$ cat src/rtl/uxn_device_pkg.sv
// Shared types and constants for the Varvara device RAM and its arbiters.
package uxn_device_pkg;

    localparam int DEV_AW = 8;
    localparam int DEV_DW = 8;

    // One requester's access as seen by the RAM port.
    typedef struct packed {
        logic              we;
        logic [DEV_AW-1:0] addr;
        logic [DEV_DW-1:0] wdata;
    } dev_req_t;

    // Tag that follows a read down the RAM pipeline.
    typedef struct packed {
        logic       valid;
        logic [2:0] id;
    } rd_tag_t;

endpackage

$ cat src/rtl/uxn_rr_pick.sv
// Combinational round-robin picker: first set bit of req at or above ptr,
// wrapping from N-1 back to 0. Returns a one-hot grant and its index.
module uxn_rr_pick #(
    parameter int N  = 4,
    parameter int PW = (N > 1) ? $clog2(N) : 1
) (
    input  logic [N-1:0]  req,
    input  logic [PW-1:0] ptr,
    output logic [N-1:0]  gnt,
    output logic [PW-1:0] idx,
    output logic          any
);

    int j;

    // Scan N positions starting at ptr; the first requester found wins.
    always_comb begin
        gnt = '0;
        idx = '0;
        any = 1'b0;
        j   = 0;
        for (int k = 0; k < N; k++) begin
            j = int'(ptr) + k;
            if (j >= N) j = j - N;
            for (int m = 0; m < N; m++) begin
                if (m == j && !any && req[m]) begin
                    any    = 1'b1;
                    gnt[m] = 1'b1;
                    idx    = PW'(m);
                end
            end
        end
    end

endmodule

$ cat src/rtl/uxn_device_ram_arbiter.sv
// Arbiter for port A of the 256x8 Varvara device RAM.
// Optional build macro UXN_DEV_ARB_CPU_PRIO_EN: requester 0 (CPU) wins over
// round-robin whenever it requests, unless another requester holds a lock.
//
// Handshake: a requester raises req with we/addr/wdata/lock and holds them
// until gnt is seen in the same cycle; the access is accepted in that cycle
// and the requester may change its inputs the following cycle. A read comes
// back two cycles after its grant as an rvalid pulse on that requester's bit,
// with rdata carrying the RAM output in the same cycle.
module uxn_device_ram_arbiter
    import uxn_device_pkg::*;
#(
    parameter int NUM_REQ = 4,
    parameter int AW      = DEV_AW
) (
    input  logic                  clk,
    input  logic                  rst,
    input  logic [NUM_REQ-1:0]    req,
    input  logic [NUM_REQ-1:0]    req_lock,
    input  logic [NUM_REQ-1:0]    req_we,
    input  logic [NUM_REQ*AW-1:0] req_addr,
    input  logic [NUM_REQ*8-1:0]  req_wdata,
    output logic [NUM_REQ-1:0]    gnt,
    output logic [NUM_REQ-1:0]    rvalid,
    output logic [7:0]            rdata,
    output logic [AW-1:0]         ram_addr,
    output logic                  ram_we,
    output logic [7:0]            ram_wdata,
    input  logic [7:0]            ram_q
);

    localparam int PW = $clog2(NUM_REQ);

    logic [PW-1:0]      rr_ptr_q, rr_ptr_d;
    logic [PW-1:0]      owner_q, owner_d;
    logic               owner_valid_q, owner_valid_d;
    logic [AW-1:0]      ram_addr_q, ram_addr_d;
    logic               ram_we_q, ram_we_d;
    logic [7:0]         ram_wdata_q, ram_wdata_d;
    rd_tag_t            tag1_q, tag1_d;
    rd_tag_t            tag2_q, tag2_d;

    logic [NUM_REQ-1:0] pick_gnt;
    logic [PW-1:0]      pick_idx;
    logic               pick_any;
    logic               owner_hit;
    logic [PW-1:0]      gnt_idx;
    logic               gnt_any;
    dev_req_t           sel;

    uxn_rr_pick #(.N(NUM_REQ), .PW(PW)) u_pick (
        .req (req),
        .ptr (rr_ptr_q),
        .gnt (pick_gnt),
        .idx (pick_idx),
        .any (pick_any)
    );

    // A lock only holds while its owner keeps requesting.
    assign owner_hit = owner_valid_q && req[owner_q];

    // Choose the winner: locked owner first, then (optionally) CPU, then RR.
    always_comb begin
        gnt_idx = pick_idx;
        gnt_any = pick_any;
        if (owner_hit) begin
            gnt_idx = owner_q;
            gnt_any = 1'b1;
        end
`ifdef UXN_DEV_ARB_CPU_PRIO_EN
        else if (req[0]) begin
            gnt_idx = '0;
            gnt_any = 1'b1;
        end
`endif
        gnt = '0;
        sel = '0;
        for (int i = 0; i < NUM_REQ; i++) begin
            if (gnt_idx == PW'(i)) begin
                gnt[i]    = gnt_any;
                sel.we    = req_we[i];
                sel.addr  = req_addr[i*AW +: AW];
                sel.wdata = req_wdata[i*8 +: 8];
            end
        end
    end

    // Next-state: load the RAM port, advance the pointer, track the lock and
    // push a read tag into the two-stage pipeline.
    always_comb begin
        rr_ptr_d      = rr_ptr_q;
        owner_d       = owner_q;
        owner_valid_d = owner_hit;
        ram_addr_d    = ram_addr_q;
        ram_wdata_d   = ram_wdata_q;
        ram_we_d      = 1'b0;
        tag1_d        = '0;
        tag2_d        = tag1_q;
        if (gnt_any) begin
            ram_addr_d    = sel.addr;
            ram_wdata_d   = sel.wdata;
            ram_we_d      = sel.we;
            owner_d       = gnt_idx;
            owner_valid_d = req_lock[gnt_idx];
            tag1_d.valid  = !sel.we;
            tag1_d.id     = 3'(gnt_idx);
`ifdef UXN_DEV_ARB_CPU_PRIO_EN
            if (gnt_idx != '0)
`endif
                rr_ptr_d = (gnt_idx == PW'(NUM_REQ - 1)) ? '0 : gnt_idx + 1'b1;
        end
    end

    // State registers; reset drops in-flight reads and any pending write.
    always_ff @(posedge clk or posedge rst) begin
        if (rst) begin
            rr_ptr_q      <= '0;
            owner_q       <= '0;
            owner_valid_q <= 1'b0;
            ram_addr_q    <= '0;
            ram_we_q      <= 1'b0;
            ram_wdata_q   <= '0;
            tag1_q        <= '0;
            tag2_q        <= '0;
        end else begin
            rr_ptr_q      <= rr_ptr_d;
            owner_q       <= owner_d;
            owner_valid_q <= owner_valid_d;
            ram_addr_q    <= ram_addr_d;
            ram_we_q      <= ram_we_d;
            ram_wdata_q   <= ram_wdata_d;
            tag1_q        <= tag1_d;
            tag2_q        <= tag2_d;
        end
    end

    // Return path: the registered second-stage tag selects the owner and
    // qualifies the RAM output, which is valid in that same cycle.
    always_comb begin
        rvalid = '0;
        rdata  = '0;
        for (int i = 0; i < NUM_REQ; i++) begin
            if (tag2_q.id == 3'(i)) rvalid[i] = tag2_q.valid;
        end
        if (tag2_q.valid) rdata = ram_q;
    end

    assign ram_addr  = ram_addr_q;
    assign ram_we    = ram_we_q;
    assign ram_wdata = ram_wdata_q;

endmodule

$ cat config.mk
export PLATFORM = sky130hd
export DESIGN_NAME = uxn_device_ram_arbiter
export DESIGN_NICKNAME = d
export VERILOG_FILES = /design/src/rtl/uxn_device_pkg.sv /design/src/rtl/uxn_rr_pick.sv /design/src/rtl/uxn_device_ram_arbiter.sv
export SDC_FILE = /design/constraint.sdc
export NUM_CORES = 1
export LEC_CHECK = 0
export CAP_MARGIN = 0
export CORE_MARGIN = 10
export CORE_UTILIZATION = 36
export CTS_CLUSTER_DIAMETER = 60
export DETAILED_ROUTE_END_ITERATION = 8
export HOLD_SLACK_MARGIN = 0.02
export PLACE_DENSITY_LB_ADDON = 0.2
export RECOVER_POWER = 25
export SYNTH_ARGS = -nofsm -noshare
export SYNTH_HDL_FRONTEND = slang
export SYNTH_SLANG_ARGS = --single-unit
$ cat constraint.sdc
create_clock -name clk -period 4.68 [get_ports clk]
set_input_delay 1.17 -clock clk [delete_from_list [all_inputs] [get_ports clk]]
set_output_delay 1.17 -clock clk [all_outputs]
set_load 0.01 [all_outputs]
---- Yosys cells after proc, flatten, opt, wreduce, memory -nomap -nowiden ----
Cells that the tools add are included.
operators by class
  reductions and logical operators ........ 54
  multiply operators ...................... 0
  divide/modulo/power cells ............... 0
  bitwise logic cells ..................... 0
  equality and inequality tests ........... 18
  $add $sub $neg .......................... 8
  shift-type cells ........................ 0
  muxes and demuxes ....................... 58
  magnitude comparators ................... 6
operator list
  cell                   number
  $eq 3x32->1 const A    8
  $eq 2x32->1 const A    4
  $logic_not 32->1       4
  $mux 32                4
  $ge 32x4->1 const B    3
  $sub 32x4->32 const B  3
  $mux 17                4
  $logic_and 1x1->1      32
  $mux 2                 16
  $mux 1                 30
  $logic_not 1->1        16
  $mux 8                 1
  $add 2x2->3 const B    2
  $eq 3x2->1 const B     2
  $lt 2x3->1 const B     2
  $bmux 1 s2             2
  $eq 2x2->1 const B     2
  $mux 4                 1
  $sub 2x3->4 const B    1
  $add 2x1->3 const B    1
  $eq 3x1->1 const B     1
  $ge 2x3->1 const B     1
  $logic_not 3->1        1
  $add 2x1->2 const B    1
  2 further kinds        2
word-level totals
  bits in read-only memories .............. 0
  memories ................................ 0
  bits in latches ......................... 0
  output and inout bits ................... 33
  memory bits (writable) .................. 0
  bits in registers ....................... 30

---- Logic depth before layout (Yosys ltp) ----
Gate-level depths: netlist of the first run.
  word-level depth ........................ 73
  depth in mapped cells ................... 13
  mapped depth without buffers ............ 11

---- Hierarchy ----
A second synthesis of the first run with hierarchy kept.
second synthesis, totals
  cells, all modules ...................... 274
  area total of the unflattened synthesis .. 2102.0 µm²
modules (own cells, without submodules)
  module                  area each (µm²)  times used  cells each  seq. area each (µm²)
  uxn_device_ram_arbiter  1883.1           1           240         700.7
  uxn_rr_pick             219.0            1           34          0.0

---- Worst setup path before layout of the first run ----
Ideal clock, no wire load.
  path kind ............................... input to output
  from .................................... in req[1]
  to ...................................... out gnt[3]
  path slack .............................. 327 ps
  arrival time ............................ 3183 ps
  stages .................................. 8
  data required time ...................... 3510 ps
  cells stage by stage .................... mux2_4 > and3_4 > or4_4 > nand2_1 > ha_1 > clkbuf_1 > clkbuf_1 > nor2b_1
on the way
  longest elaborated chain between the ends .. 61
  elaborated cells between the ends (all ways) .. 80
RTL lines
  what                             line                          text
  start: declaration               uxn_device_ram_arbiter.sv:18  input logic [NUM_REQ-1:0] req,
  $logic_and 1x1->1                uxn_rr_pick.sv:26             if (m == j && !any && req[m]) begin
  $mux 1                           uxn_rr_pick.sv:26
  $logic_not 1->1                  uxn_rr_pick.sv:26
  $logic_and 1x1->1 (2 in series)  uxn_rr_pick.sv:26
  $mux 1                           uxn_rr_pick.sv:26
  $logic_not 1->1                  uxn_rr_pick.sv:26
  $logic_and 1x1->1 (2 in series)  uxn_rr_pick.sv:26
  $mux 1                           uxn_rr_pick.sv:26
  [... 43 more ...]                --
  $mux 1                           uxn_rr_pick.sv:26
  $logic_not 1->1                  uxn_rr_pick.sv:26
  $logic_and 1x1->1 (2 in series)  uxn_rr_pick.sv:26
  $mux 2                           uxn_rr_pick.sv:26
  $mux 2 *                         uxn_device_ram_arbiter.sv:66  if (owner_hit) begin
  net gnt_idx[1]                   uxn_device_ram_arbiter.sv:47  logic [PW-1:0] gnt_idx;
  $eq 2x2->1 *                     uxn_device_ram_arbiter.sv:79  if (gnt_idx == PW'(i)) begin
  $mux 1 *                         uxn_device_ram_arbiter.sv:79
  end: declaration                 uxn_device_ram_arbiter.sv:23  output logic [NUM_REQ-1:0] gnt,
Mark *: on every way through the listed nets, which the timed path passes. The rest lies on a longest branch. The select of a mux whose other input is x is not followed.

---- Worst setup path in the final report of the first run ----
  from .................................... in req[1]
  to ...................................... out gnt[0]
on the way
  longest elaborated chain between the ends .. 61
  elaborated cells between the ends (all ways) .. 80
RTL lines
  what                             line
  $logic_and 1x1->1                uxn_rr_pick.sv:26
  $mux 1                           uxn_rr_pick.sv:26
  $logic_not 1->1                  uxn_rr_pick.sv:26
  $logic_and 1x1->1 (2 in series)  uxn_rr_pick.sv:26
  $mux 1                           uxn_rr_pick.sv:26
  $logic_not 1->1                  uxn_rr_pick.sv:26
  $logic_and 1x1->1 (2 in series)  uxn_rr_pick.sv:26
  $mux 1                           uxn_rr_pick.sv:26
  [... 43 more ...]                --
  $mux 1                           uxn_rr_pick.sv:26
  $logic_not 1->1                  uxn_rr_pick.sv:26
  $logic_and 1x1->1 (2 in series)  uxn_rr_pick.sv:26
  $mux 2                           uxn_rr_pick.sv:26
  $mux 2 *                         uxn_device_ram_arbiter.sv:66
  net gnt_idx[1]                   uxn_device_ram_arbiter.sv:47
  $logic_not 2->1 *                uxn_device_ram_arbiter.sv:79
  $mux 1 *                         uxn_device_ram_arbiter.sv:79
Marked as above.

==> results of run 1 <==
==> placed cells by master (no fill, tap or decap), types with 6 or more instances in the layout <==
cell type        synthesis  routed
o21ai_0                 14      14
a21oi_1                 20      20
nor2b_1                 21      21
buf_4                    0      21
nor3_1                  17      17
nor2_1                   6       6
and2_1                   9       9
nand2_1                 22      21
dfrtp_1                 28      28
a221oi_1                16      16
clkdlybuf4s50_1          0     113
==> worst max-delay path: stages <==
cell and delay, ns:
clkdlybuf4s50_1 0.42, buf_4 0.15, nor3b_1 0.20, a211oi_1 0.09, or4_4 0.55, nand2_4 0.10, inv_1 0.06, ha_1 0.20
nor2b_1 0.12, dlygate4sd2_1 0.30
==> registers in the layout, indices dropped and copies added (netlist names) <==
| register | count |
|---|---|
| ram_addr | 8 |
| tag1_q | 3 |
| ram_wdata | 8 |
| rr_ptr_q | 2 |
| ram_we | 1 |
| tag2_q | 3 |
| owner_valid_q | 1 |
| owner_q | 2 |
==> layer usage <==
metal  vias to the layer above  track usage [%]  routed length (um)
met2                        80            25.91                3051
met3                         6            5.569                 590
met5                         -                0                   0
met1                       871            17.48                2732
li1                       1008                -                   -
met4                         0            4.642                  88
==> worst paths after layout <==
path,endpoint
hold reg to reg,tag2_q[3]
min in group asynchronous,ram_addr[1]
hold / removal,tag2_q[3]
setup / recovery,gnt[0]
setup reg to reg,tag1_q[3]
max in group asynchronous,ram_addr[6]
==> final cells by class <==
type / count / area share [%]
Clock inverter: 1 / 0.9259
Clock buffer: 3 / 1.273
Multi-Input combinational cell: 162 / 32.02
Inverter: 4 / 0.4630
Tap cell: 67 / 2.585
Timing Repair Buffer: 139 / 41.13
Sequential cell: 28 / 21.60
==> logic make-up (layout without fill, tap and decap cells) <==
| family | count (synthesis) | after routing | synth area share [%] |
|---|---|---|---|
| AOI/OAI and AO/OA | 62 | 62 | 22.71 |
| muxes | 3 | 3 | 1.962 |
| adders and majority gates | 4 | 4 | 2.803 |
| buffers and inverters | 20 | 147 | 4.204 |
| DFF | 28 | 28 | 39.24 |
| and+or+nand+nor | 93 | 93 | 29.08 |
==> power by group <==
group / switching [uW] / internal [uW]
Combinational: 654 / 704
Sequential: 82.7 / 372
Clock: 72.9 / 114
==> per-stage QoR <==
stage | std cells | setup TNS [ns] | total power [uW] | hold slack [ns] | utilization [%]
after global routing | 404 | 0 | 2190 | 0.3700 | 68.21
final | 404 | 0 | 2000 | 0.3564 | 68.21
after global placement | 400 | -0.3299 | 1796 | 0.3329 | 66.39
after detailed placement | 400 | -0.5623 | 1830 | 0.3347 | 66.39
after floorplan | 210 | 0 | 1214 | 0.3312 | -
after CTS | 404 | 0 | 2010 | 0.3567 | 67.95
==> metrics.yaml, run 1 <==
worst_setup_path:
  required_ns: 3.51
  critPathMaxFanout: 4
  path_class: "input port to primary output"
  crit_arrival_ns: 3.36
  ff2ff_setup_slack_ns: 1.52
  startpoint: "req[1]"
  r2r_start: "owner_q[1]"
  endpoint_kind: "primary output"
  r2r_cells: 14
  start_kind: "input port"
placement:
  port_buffers: 118
  postPlaceCellArea_um2: 3157
  finalWeightedCongestion: 0.8448
  dp_hpwl_um: 5534
  pre_cts_ws_ns: -0.1491
floorplanning:
  die_w_um: 90.43
  fp.coreArea_um2: 4755
  num_rows: 25
  die_y_um: 90.43
  ioPinCount: 119
  die-area_um2: 8177
  initial_utilization_pct: 37.55
yosys:
  synth.area.top_cells: "dfrtp_1, a221oi_1, nor2b_1"
  yosys_warnings: 0
  syn_area_um2: 1785
  yosysSeqAreaShare_pct: 39.24
  ys.flop_type: "dfrtp_1"
  synthesis.nets: 300
  ys_ff_latch: 28
  synth_most_common_cell: "dfrtp_1"
  synth_edf_count: 0
  synthDistinctLibCells: 36
  synth_cells: 210
  syn_avg_cell_area_um2: 8.502
  yosysTopAreaCellShare_pct: 39.24
  synthArstFlopShare_pct: 100.0
  ys_top_cells_by_count: "dfrtp_1, nand2_1, nor2b_1, a21oi_1, nor3_1"
  synth_top_cell_by_area: "dfrtp_1"
timing:
  worst_slew_pin_slew_ns: 1.023
  layout_min_cycle_time_ns: 4.533
  hold_viol_final: 0
  setup_viol: 0
  relSlewSlack_pct: 31.71
  clock_skew_ns: 0.005032
  fin_ws_ns: 0.1472
  report.final.slew_viol_count: 0
  post-route-period-util_pct: 96.86
  max_freq_mhz: 220.6
  rsz0062_at_grt: "false"
final_layout:
  multi_input_area_um2: 1039
  design_area_um2: 3243
  layout.nets: 428
  synthToLayoutAreaGrowth_pct: 81.64
  n_antenna_cell: 0
  drive_gt1_share_pct: 9.496
  fillCellCount: 422
  seq_area_um2: 700.7
routing:
  route.vias.total: 1965
  routed_wl_um: 6463
  drtIter0Drc: 88
  route.detailed.drc: 0
  wl_per_cell_um: 16.00
  detail-route-antenna-nets: 0
  vias_per_cell: 4.864
  dr.pass1.iters: 4
clock_tree:
  clk_pin_slew_ns: 0.09
  clock_sinks: 28
  cts_root_buffer: "clkbuf_8"
  clk-insertion-delay-late_ns: 0.27
  numCtsBuffers: 3
  cts_setup_buffers: 0
  clockBufferDepth: 2
  cts_max_level: 1
  postCtsHoldBufs: 0
  tritoncts: "built"
  cts_resized: 6
power_and_ir_drop:
  leakagePower_uw: 0.001331
  power_density_nw_per_um2: 616.6
  vdd_drop_max_v: 0.0005677
global_route:
  grt_pass1_vias: 2064
  grt_util_all_layers_pct: 15.28
  grt_first_pass_wirelength_um: 10350
  antenna_found_initial: 0
  grt-ovfl-total: 0
  grt_max_degree: 35
min_path:
  min_delay_path_depth: 0
  hold_class: "register to register"
  holdCritStartpoint: "tag1_q[3]"
outcome:
  status: "finished clean"
run:
  maxCapViolCount: 0
(Power assumes the default switching activity.)
==> run 2, diff against run 1 <==
--- a/config.mk
+++ b/config.mk
@@ -16,3 +16,4 @@
 export SYNTH_ARGS = -nofsm -noshare
 export SYNTH_HDL_FRONTEND = slang
 export SYNTH_SLANG_ARGS = --single-unit
+export TNS_END_PERCENT = 50
==> results of run 2 <==
The final DEF is identical to that of run 1; final timing and power are the same.
